**config.mk**
```make
export PLATFORM = sky130hd
export DESIGN_NAME = keypad_scan
export DESIGN_NICKNAME = d
export VERILOG_FILES = /design/src/rtl/keypad_pkg.sv /design/src/rtl/keypad_sync.sv /design/src/rtl/keypad_scan.sv
export SDC_FILE = /design/constraint.sdc
export NUM_CORES = 1
export LEC_CHECK = 0
export ABC_CLOCK_PERIOD_IN_PS = 2500
export CORE_UTILIZATION = 40
export DETAILED_ROUTE_END_ITERATION = 10
export GPL_TIMING_DRIVEN = 0
export PLACE_DENSITY = 0.68
export SLEW_MARGIN = 20
export SYNTH_ARGS = -nofsm -noshare
export SYNTH_HDL_FRONTEND = slang
export SYNTH_SLANG_ARGS = --single-unit
```
**constraint.sdc**
```tcl
create_clock -name clk_50M -period 2.5 [get_ports clk_50M]
set_input_delay 0.5 -clock clk_50M [delete_from_list [all_inputs] [get_ports clk_50M]]
set_output_delay 0.5 -clock clk_50M [all_outputs]
set_load 0.02 [all_outputs]
```
**src/rtl/keypad_pkg.sv**
```systemverilog
// Shared types, defaults and row-decode helpers for the 4x4 keypad scanner.
package keypad_pkg;

  typedef enum logic [1:0] {
    SCAN,
    DEBOUNCE,
    HELD,
    RELEASE
  } state_t;

  localparam int SCAN_DIV_DEF = 4096;
  localparam int DEBOUNCE_CYC_DEF = 500000;
  localparam logic [3:0] ROW_IDLE = 4'b1111;

  function automatic logic [1:0] low_idx(
    input logic [3:0] r
  );
    low_idx = 2'd0;
    if (!r[0]) low_idx = 2'd0;
    else if (!r[1]) low_idx = 2'd1;
    else if (!r[2]) low_idx = 2'd2;
    else if (!r[3]) low_idx = 2'd3;
  endfunction

  // Latched row still low and no lower-index row has taken over.
  function automatic logic row_stable(
    input logic [3:0] r,
    input logic [1:0] idx
  );
    logic [3:0] bit_m;
    logic [3:0] low_m;
    logic [3:0] span;
    bit_m = 4'b0001 << idx;
    low_m = bit_m - 4'd1;
    span = bit_m | low_m;
    row_stable = ((r & span) == low_m);
  endfunction

endpackage

```
**src/rtl/keypad_sync.sv**
```systemverilog
// Parameterised-width two-flop synchronizer, resets to all-ones (idle rows).
module keypad_sync #(
  parameter int W = 4
) (
  input  logic         clk_50M,
  input  logic         reset,
  input  logic [W-1:0] d,
  output logic [W-1:0] q
);

  logic [W-1:0] s1;

  always_ff @(posedge clk_50M or posedge reset) begin
    if (reset) begin
      s1 <= '1;
      q <= '1;
    end else begin
      s1 <= d;
      q <= s1;
    end
  end

endmodule

```
**src/rtl/keypad_scan.sv**
```systemverilog
// 4x4 matrix keypad scanner with debounced press/release and key history.
// Optional KEYPAD_SCAN_ENTRY_SHIFT_EN keeps the last four codes in entry_data.
module keypad_scan
  import keypad_pkg::*;
#(
  parameter int SCAN_DIV = SCAN_DIV_DEF,
  parameter int DEBOUNCE_CYC = DEBOUNCE_CYC_DEF
) (
  input  logic        clk_50M,
  input  logic        reset,
  input  logic [3:0]  row,
  output logic [3:0]  col,
  output logic [3:0]  key_code,
  output logic        key_valid,
  output logic        key_down,
  output logic [15:0] entry_data
);

  localparam int DW = (SCAN_DIV > 1) ? $clog2(SCAN_DIV) : 1;
  localparam int BW = (DEBOUNCE_CYC > 1) ? $clog2(DEBOUNCE_CYC) : 1;
  localparam logic [DW-1:0] DIV_MAX = DW'(SCAN_DIV - 1);
  localparam logic [BW-1:0] DEB_MAX = BW'(DEBOUNCE_CYC - 1);

  state_t state;
  state_t state_nx;

  logic [3:0] rs;
  logic [1:0] ci;
  logic [1:0] row_idx;
  logic [DW-1:0] div;
  logic [BW-1:0] deb;

  logic div_end;
  logic rs_idle;
  logic row_ok;
  logic accept;
  logic done;

  keypad_sync #(
    .W(4)
  ) u_sync (
    .clk_50M(clk_50M),
    .reset(reset),
    .d(row),
    .q(rs)
  );

  assign div_end = (div == DIV_MAX);
  assign rs_idle = (rs == ROW_IDLE);
  assign row_ok = row_stable(rs, row_idx);
  assign done = (deb == DEB_MAX);

  always_ff @(posedge clk_50M or posedge reset) begin
    if (reset) state <= SCAN;
    else state <= state_nx;
  end

  always_comb begin
    state_nx = state;
    unique case (state)
      SCAN: begin
        if (div_end && !rs_idle) state_nx = DEBOUNCE;
      end
      DEBOUNCE: begin
        if (!row_ok) state_nx = SCAN;
        else if (done) state_nx = HELD;
      end
      HELD: begin
        if (rs_idle) state_nx = RELEASE;
      end
      RELEASE: begin
        if (!rs_idle) state_nx = HELD;
        else if (done) state_nx = SCAN;
      end
      default: state_nx = SCAN;
    endcase
  end

  always_comb begin
    col = ~(4'b0001 << ci);
    accept = (state == DEBOUNCE) && row_ok && done;
  end

  // Divider, column index and debounce counter.
  always_ff @(posedge clk_50M or posedge reset) begin
    if (reset) begin
      ci <= 2'd0;
      row_idx <= 2'd0;
      div <= '0;
      deb <= '0;
    end else begin
      unique case (state)
        SCAN: begin
          if (div_end) begin
            div <= '0;
            if (rs_idle) begin
              ci <= ci + 2'd1;
            end else begin
              row_idx <= low_idx(rs);
              deb <= '0;
            end
          end else begin
            div <= div + DW'(1);
          end
        end
        DEBOUNCE: begin
          if (!row_ok) div <= '0;
          else if (!done) deb <= deb + BW'(1);
        end
        HELD: begin
          if (rs_idle) deb <= '0;
        end
        RELEASE: begin
          if (rs_idle) begin
            if (done) begin
              ci <= ci + 2'd1;
              div <= '0;
            end else begin
              deb <= deb + BW'(1);
            end
          end
        end
        default: begin
          div <= '0;
          deb <= '0;
        end
      endcase
    end
  end

  always_ff @(posedge clk_50M or posedge reset) begin
    if (reset) begin
      key_code <= 4'h0;
      key_valid <= 1'b0;
      key_down <= 1'b0;
    end else begin
      key_valid <= accept;
      key_down <= (state_nx == HELD) || (state_nx == RELEASE);
      if (accept) key_code <= {row_idx, ci};
    end
  end

`ifdef KEYPAD_SCAN_ENTRY_SHIFT_EN
  logic [15:0] entry_q;

  always_ff @(posedge clk_50M or posedge reset) begin
    if (reset) entry_q <= 16'h0000;
    else if (accept) entry_q <= {entry_q[11:0], row_idx, ci};
  end

  assign entry_data = entry_q;
`else
  assign entry_data = 16'h0000;
`endif

endmodule

```
# Word-level counts from Yosys, hierarchy flattened
# Index checks and enable logic that the tools add are counted.
[word_totals]
register_bits = 51
in_bits = 6
output_inout_bits = 26
[classes]
n_addsub = 4
eq_ne = 17
shifts = 2
mux = 28
n_bitwise = 4
n_reduce_logical = 12
[op_table]
columns = ["cell", "count"]
rows = [
  ["$mux 19", 6],
  ["$pmux 19 s4", 1],
  ["$mux 12", 4],
  ["$pmux 12 s3", 1],
  ["$mux 2", 14],
  ["$add 19x1->19 const B", 1],
  ["$eq 19x19->1 const B", 1],
  ["$ne 2x2->1 const B", 8],
  ["$add 12x1->12 const B", 1],
  ["$eq 12x12->1 const B", 1],
  ["$reduce_and 5->1", 2],
  ["$eq 2x2->1 const B", 4],
  ["$pmux 2 s4", 1],
  ["$shl 1x2->4 const A", 2],
  ["$and 4x4->4", 1],
  ["$eq 4x4->1", 1],
  ["$eq 4x4->1 const B", 1],
  ["$not 4->4", 1],
  ["$or 4x4->4", 1],
  ["$pmux 2 s2", 1],
  ["$reduce_and 4->1", 1],
  ["$sub 4x1->4 const B", 1],
  ["$logic_and 1x1->1", 3],
  ["$reduce_and 3->1", 1],
  ["other kinds (8)", 8],
]

# Logic depth before layout (Yosys ltp)
# Gate-level depths: netlist (run 1).
[depth]
ltp_word = 9
mapped_depth = 9

# Modules after synthesis
# A second synthesis (run 1) with hierarchy kept.
[hier_totals]
hier_cells = 305
hier_area_um2 = 2932.8
[modules_own_cells]
columns = ["mod", "n_inst", "cells_per_inst", "area_each_um2", "seq_area_each_um2"]
rows = [
  ["keypad_scan", 1, 296, 2718.9, 1076.0],
  ["keypad_sync", 1, 9, 214.0, 210.2],
]

# Worst setup path before layout (run 1)
# Ideal clock, no wire load.
[synth_timing]
kind = "register -> register"
from = "reg deb[11]"
to = "reg key_code[0]"
arrival_ns = 1.954
required_ns = 2.375
path_slack_ns = 0.422
stages_incl_launch_ff = 5
path_buffers = 0
period_less_slack_ns = 2.078
cell_sequence = "dfrtp_1 -> or4b_1 -> or4_1 -> nor3_4 -> mux2_2"
[synth_via]
elab_chain_len = 2
[synth_lines]
columns = ["element", "line", "rtl"]
rows = [
  ["start: declaration", "keypad_scan.sv:31", "logic [BW-1:0] deb;"],
  ["start signal: assignment", "keypad_scan.sv:108", "else if (!done) deb <= deb + BW'(1);"],
  ["start signal: assignment", "keypad_scan.sv:119", "deb <= deb + BW'(1);"],
  ["$eq 19x19->1", "keypad_scan.sv:51", "assign done = (deb == DEB_MAX);"],
  ["$logic_and 1x1->1", "keypad_scan.sv:81", "accept = (state == DEBOUNCE) && row_ok && done;"],
  ["end signal: assignment", "keypad_scan.sv:139", "if (accept) key_code <= {row_idx, ci};"],
  ["end: declaration", "keypad_scan.sv:13", "output logic [3:0] key_code,"],
]
# No other way between the ends.
# A chain may end at the register's enable or synchronous reset.

# Final worst setup path (run 1)
[layout_timing]
from = "reg div[0]"
to = "reg deb[13]"
[layout_via]
elab_chain_len = 3
[layout_lines]
columns = ["element", "line", "rtl"]
rows = [
  ["start: declaration", "keypad_scan.sv:30", "logic [DW-1:0] div;"],
  ["start signal: assignment", "keypad_scan.sv:103", "div <= div + DW'(1);"],
  ["$eq 12x12->1", "keypad_scan.sv:48", "assign div_end = (div == DIV_MAX);"],
  ["$ne 2x2->1 (no source line)", "n/a", ""],
  ["$reduce_and 5->1 (no source line)", "n/a", ""],
]
# No other way between the ends.

==> results.toml, run 1 <==
[outcome]
status = "completed"

[critical_path]
crit_required_ns = 2.74
rrSetupSlack_ns = 0.19
crit_fanout = 10
reg2reg_depth = 8
crit_slowest_cell = "or4_1"
start_kind = "register"
critPathCapture = "deb[13]$_DFFE_PP0P_"
slowest_delay_ns = 0.52
cp-end-kind = "register"
crit_type = "register to register"
reg2reg_to = "deb[13]$_DFFE_PP0P_"
cp.arrival_ns = 2.54
path_cells = "ha_1, and4_1, buf_6, nand4_4, o21ai_4, o211ai_2, or4_1, a21oi_1"
crit_start = "div[0]$_DFFE_PP0P_"
worst_r2r_startpoint = "div[0]$_DFFE_PP0P_"

[cts]
cts_buffer_depth = 2
h-tree-depth = 2
clkTransAtPathRegs_ns = 0.09
clock_sinks = 51
cts_buffers = 5
root_buffer = "clkbuf_8"
clk_latency_ns = 0.30
cts_tree = "built"

[detailed_routing]
dr.pass1.iters = 4
wl_um = 4960
antenna_left = 0
remaining_drc_errors = 0
vias = 2130
initialDrtViolationCount = 85
post_drt_via_cell_ratio = 5.23
routedWlPerCell_um = 12.2

[placed_design]
port_buffers = 15
hpwl_um = 3720
dp.cells = 398
place.gp.congestion = 0.795

[pwr]
p_clk_share_pct = 35.9
power.switching_uw = 311
sw_frac_of_total_pct = 21.7
seqPwrFrac_pct = 58.8
finalPower_mw = 1.43
peakVddDrop_v = 0.000245
p_leak_nw = 1.42
powerDensity_nw_per_um2 = 444
comb_power_share_pct = 5.3
intPower_mw = 1.12

[logic_synthesis]
synth_seq_area_share_pct = 46.3
ys_warn_count = 0
ys_types = 50
ys_seq_elements = 51
synth-async-reset-ratio_pct = 100
synth.cell_area_sq_um = 2780
synth_edf_count = 0
netlist_instances = 287
avgSynthCellArea_sq_um = 9.68
yosys_most_used_dff = "dfrtp_1"

[cells_and_area]
finalNonFillerCells = 407
nets = 338
drive_gt1_share_pct = 19.0
final_util_pct = 47.7
area_delta_synth_final_pct = 16.1
antennaDiodeCount = 0

[sta]
skew_ns = 0.00829
fmax_mhz = 433
tightestPinTransition_ns = 0.676
hold_viol_final = 0
min_period_over_period_pct = 92.3
rsz0062_at_grt = "no"
tns_ns = 0
final_max_slew_viol_count = 0
final.min_clock_period_ns = 2.31
setup_viol = 0
slew-limit-headroom_pct = 54.9

[floorplan]
die_height_um = 85.3
dieArea_sq_um = 7280
core-area_sq_um = 6760
ios = 32
die_x_um = 85.3
num_rows = 30
start_util_pct = 41.1

[global_route]
overflow = 0
grt_pass1_wl_um = 8670
grt_max_degree = 32
grt_pass1_vias = 1825
grt_util_all_layers_pct = 14.9
antenna_found_initial = 0

[run]
maxCapViolCount = 0

[min_path]
hp-class = "register to register"
power by group through the flow:
stage / logic (mW) / registers [mW] / clock network (mW)
3_3_place_gp: 0.0714 / 0.858 / 0
2_1_floorplan: 0.0584 / 0.857 / 0
3_5_place_dp: 0.0779 / 0.858 / 0
5_1_grt: 0.0844 / 0.844 / 0.563
6_report: 0.0759 / 0.842 / 0.513
4_1_cts: 0.0780 / 0.842 / 0.530
cells in the final DEF, fill, tap and decap left out, types with 7 or more instances in the layout:
cell	instances
a21oi_1	25
nand2_1	24
conb_1	16
nor2_1	12
dfstp_2	8
clkdlybuf4s50_1	15
nand4_1	7
inv_1	12
dfrtp_1	43
buf_4	18
or3_1	13
nand3_1	11
clkbuf_8	8
o21ai_0	29
cell families after synthesis:
kind of cell             count (synthesis)  share of synthesized area (%)
multiplexers                             5                           2.03
AO/OA/AOI/OAI                           75                           16.2
buffers and inverters                   38                           8.65
AND/OR/NAND/NOR                        109                           23.4
other                                    1                          0.135
adder cells (fa/ha/maj)                  6                           2.70
flip-flops                              51                           46.3
XOR/XNOR                                 2                          0.631
registers in the layout (all words and copies together) (netlist names), 2 cells and up:
name,flops
key_code,4
row_idx,2
state,2
div,12
ci,2
u_sync.q,4
u_sync.s1,4
deb,19
synthesized netlist by cell type (3+ instances only):
library cell	instances	share of area (%)
o21ai_0	29	5.2
nand4_1	7	1.6
a21oi_1	25	4.5
or4_1	4	1.1
clkbuf_1	3	0.41
inv_1	13	1.8
nor3_1	4	0.72
buf_6	3	1.2
nand2_1	24	3.2
dfstp_2	8	7.6
mux2_2	5	2.0
nor2_1	12	1.6
or2_2	4	0.90
buf_4	17	4.6
a31oi_1	6	1.4
or3_1	13	2.9
dfrtp_1	43	39
o31ai_1	4	1.1
ha_1	6	2.7
and3_1	5	1.1
nand3_1	11	2.0
nor2b_1	3	0.68
how the worst min path moves through the flow:
stage	startpoint	endpoint	cells after the start
after global routing	u_sync.s1[0]$_DFF_PP1_	u_sync.q[0]$_DFF_PP1_	0
after detailed placement	u_sync.s1[3]$_DFF_PP1_	u_sync.q[3]$_DFF_PP1_	0
final	u_sync.s1[3]$_DFF_PP1_	u_sync.q[3]$_DFF_PP1_	0
after CTS	u_sync.s1[3]$_DFF_PP1_	u_sync.q[3]$_DFF_PP1_	0
after floorplan	u_sync.s1[0]$_DFF_PP1_	u_sync.q[0]$_DFF_PP1_	0
after global placement	u_sync.s1[1]$_DFF_PP1_	u_sync.q[1]$_DFF_PP1_	0
cell type report:
cell class,instances,area [sq um]
Buffer,25,191
Timing Repair Buffer,17,185
Clock buffer,8,100
Tap cell,80,100
Fill cell,647,3530
Multi-Input combinational cell,213,1310
Sequential cell,51,1290
Inverter,13,48.8
through the flow:
stage               instance area [sq um]  hold slack (ns)  setup WS, ns
floorplan                            2830            0.345         0.422
global placement                     3080            0.346        -0.205
detailed placement                   3110            0.349         0.172
CTS                                  3210            0.361         0.152
global route                         3220            0.366       0.00898
finish                               3220            0.359         0.192
critical path, delay by kind of cell, from the launching register on:
family	cells	cell delay (ns)
AND/OR/NAND/NOR	3	0.90
AO/OA/AOI/OAI	3	0.58
flip-flops	1	0.40
adder cells (fa/ha/maj)	1	0.23
buffers and inverters	1	0.13
what timing repair did:
| item | in CTS | in global routing |
|---|---|---|
| hold buffers | 0 | 0 |
| setup endpoints to repair | 0 | 3 |
| setup buffers | 0 | 1 |
| resized for setup | 0 | 1 |
routing by layer:
layer	track usage [%]	vias up	routed length (um)
met5	0	-	0
met4	5.00	0	62
met3	3.21	7	170
met2	23.2	34	2260
met1	20.7	996	2460
li1	-	1093	-
Power figures use the tool's default switching activity.
==> inputs of run 2 (changes only) <==
--- a/config.mk
+++ b/config.mk
@@ -7,6 +7,7 @@
 export LEC_CHECK = 0
 export ABC_CLOCK_PERIOD_IN_PS = 2500
 export CORE_UTILIZATION = 40
+export CTS_CLUSTER_DIAMETER = 120
 export DETAILED_ROUTE_END_ITERATION = 10
 export GPL_TIMING_DRIVEN = 0
 export PLACE_DENSITY = 0.68
==> constraint.sdc (replaced) <==
create_clock -name clk_50M -period 2.5 [get_ports clk_50M]
set_input_delay 0.625 -clock clk_50M [delete_from_list [all_inputs] [get_ports clk_50M]]
set_output_delay 0.625 -clock clk_50M [all_outputs]
set_load 0.02 [all_outputs]
==> results of run 2 <==
Same layout as run 1 (identical final DEF). Status: completed.
==> inputs of run 3 (changes only) <==
--- a/config.mk
+++ b/config.mk
@@ -5,7 +5,7 @@
 export SDC_FILE = /design/constraint.sdc
 export NUM_CORES = 1
 export LEC_CHECK = 0
-export ABC_CLOCK_PERIOD_IN_PS = 2500
+export ABC_CLOCK_PERIOD_IN_PS = 2290
 export CORE_UTILIZATION = 40
 export CTS_CLUSTER_DIAMETER = 120
 export DETAILED_ROUTE_END_ITERATION = 10
==> constraint.sdc (replaced) <==
create_clock -name clk_50M -period 2.29 [get_ports clk_50M]
set_input_delay 0.5725 -clock clk_50M [delete_from_list [all_inputs] [get_ports clk_50M]]
set_output_delay 0.5725 -clock clk_50M [all_outputs]
set_load 0.02 [all_outputs]
==> run 3 against run 2 <==
Net effect:
- first-iteration DRC count rose by 5.9%
- critical path depth rose by 1
- register-to-register slack got worse by 0.12 ns
- die area did not move
- power rose by 9.2%
- maximum frequency rose by 4.0%
- critical path type unchanged
==> results.toml, run 3 (synthesis gave the netlist of run 1 again) <==
[cells_and_area]
num-fill-cells = 631
top_register = "deb"
drive_gt1_share_pct = 24.9
area_delta_synth_final_pct = 21.6
final_cell_mix = "41 x dfrtp_1, 28 x o21ai_0, 26 x buf_4, 23 x nand2_1, 23 x a21oi_1"
nets = 348
antennaDiodeCount = 0
largestRegisters = "deb x19, div x12"
largest_reg_flops = 19
final_common_cell = "dfrtp_1"

[critical_path]
crit_start = "div[0]$_DFFE_PP0P_"
cp.arrival_ns = 2.45
crit_fanout = 10
slowest_delay_ns = 0.49
cp-end-kind = "register"
worst_r2r_startpoint = "div[0]$_DFFE_PP0P_"
path_cells = "ha_4, and4_1, buf_6, nand4_4, o21ai_4, buf_6, o211ai_4, or4_1, a21oi_1"
start_kind = "register"
critPathCapture = "deb[13]$_DFFE_PP0P_"
crit_type = "register to register"
reg2reg_to = "deb[13]$_DFFE_PP0P_"
cp_common_cell = "buf_6"
crit_slowest_cell = "or4_1"
rrSetupSlack_ns = 0.07
crit_required_ns = 2.52
reg2reg_depth = 9

[sta]
setup_viol = 0
final_max_slew_viol_count = 0
slew-limit-headroom_pct = 54.2
tightestPinTransition_ns = 0.686
fmax_mhz = 450
fin_ws_ns = 0.0699
min_period_over_period_pct = 96.9
tns_ns = 0
final.min_clock_period_ns = 2.22
hold_viol_final = 0
skew_ns = 0.00830

[pwr]
comb_power_share_pct = 5.4
seqPwrFrac_pct = 58.8
finalPower_mw = 1.56
power.switching_uw = 340
intPower_mw = 1.22
p_leak_nw = 1.48
sw_frac_of_total_pct = 21.8
peakVddDrop_v = 0.000269
powerDensity_nw_per_um2 = 463
p_clk_share_pct = 35.8

[outcome]
status = "completed"

[floorplan]
die_height_um = 85.3
start_util_pct = 41.1
ios = 32
die_x_um = 85.3
num_rows = 30
core-area_sq_um = 6760
dieArea_sq_um = 7280

[global_route]
grt_max_degree = 32
overflow = 0
antenna_found_initial = 0
grt_pass1_wl_um = 8840
grt_util_all_layers_pct = 15.2
grt_pass1_vias = 1859

[cts]
cts_buffer_depth = 2
clk_latency_ns = 0.30
cts_tree = "built"
h-tree-depth = 2
clock_sinks = 51
cts_buffers = 5
clkTransAtPathRegs_ns = 0.09
root_buffer = "clkbuf_8"

[min_path]
hp-class = "register to register"

[detailed_routing]
dr.pass1.iters = 4
remaining_drc_errors = 0
initialDrtViolationCount = 90
antenna_left = 0
post_drt_via_cell_ratio = 5.28
vias = 2202
wl_um = 5450
routedWlPerCell_um = 13.1

[placed_design]
dp_slack_ns = -0.0376
port_buffers = 15
place.gp.congestion = 0.795
hpwl_um = 3720

[run]
maxCapViolCount = 0
run 3: cell types whose count changed in the layout (fill, tap and decap cells not counted), sizes merged:
cell | previous run | this run
buf | 22 | 32
clkdlybuf4s50 | 15 | 13
dlymetal6s2s | 0 | 2
run 3: how the worst min path moves through the flow:
| stage | startpoint | slack [ns] | depth (start not counted) | end |
|---|---|---|---|---|
| after CTS | u_sync.s1[3]$_DFF_PP1_ | 0.36 | 0 | u_sync.q[3]$_DFF_PP1_ |
| after floorplan | u_sync.s1[0]$_DFF_PP1_ | 0.35 | 0 | u_sync.q[0]$_DFF_PP1_ |
| after global routing | u_sync.s1[0]$_DFF_PP1_ | 0.37 | 0 | u_sync.q[0]$_DFF_PP1_ |
| after detailed placement | u_sync.s1[3]$_DFF_PP1_ | 0.35 | 0 | u_sync.q[3]$_DFF_PP1_ |
| after global placement | u_sync.s1[1]$_DFF_PP1_ | 0.35 | 0 | u_sync.q[1]$_DFF_PP1_ |
| final | u_sync.s1[3]$_DFF_PP1_ | 0.36 | 0 | u_sync.q[3]$_DFF_PP1_ |
run 3: critical path, delay by kind of cell, from the launching register on:
family	cells	cell delay, ns
AOI/OAI and AO/OA	3	0.49
adders and majority gates	1	0.17
buffers and inverters	2	0.27
DFF	1	0.41
and+or+nand+nor	3	0.81
run 3: final cells by class:
cell class,count,area (sq um),share of cell area (%)
Sequential cell,51,1290,38.2
Clock buffer,8,100,2.96
Tap cell,80,100,2.96
Multi-Input combinational cell,213,1380,40.8
Buffer,25,194,5.74
Timing Repair Buffer,27,267,7.89
Inverter,13,48.8,1.44
run 3: per-layer routing:
layer  wire length, um  global-route usage (%)  vias up
met3               202                    3.21        7
met1              2630                    21.2     1044
met2              2550                    23.7       43
met4                64                    5.00        0
met5                 0                       0        -
li1                  -                       -     1108
run 3: repair_timing:
action	4_1_cts	5_1_grt
hold buffers	0	0
pin swaps	1	6
setup endpoints to repair	9	21
cloned	0	1
buffers inserted	5	5
gates resized for setup	6	17
run 3: metrics by stage:
stage               std cells  hold slack [ns]  cell area [sq um]  util, %
global placement          397            0.346               3080     45.6
finish                    417            0.359               3380     50.0
floorplan                 302            0.345               2830        -
global route              417            0.366               3380     50.0
CTS                       411            0.361               3270     48.4
detailed placement        398            0.349               3110     46.1
run 3: power by group through the flow:
stage | Combinational [mW] | Clock [mW] | Sequential [mW]
after global placement | 0.0779 | 0 | 0.936
after CTS | 0.0851 | 0.579 | 0.919
final | 0.0837 | 0.560 | 0.919
after floorplan | 0.0637 | 0 | 0.935
after global routing | 0.0925 | 0.615 | 0.921
after detailed placement | 0.0850 | 0 | 0.937
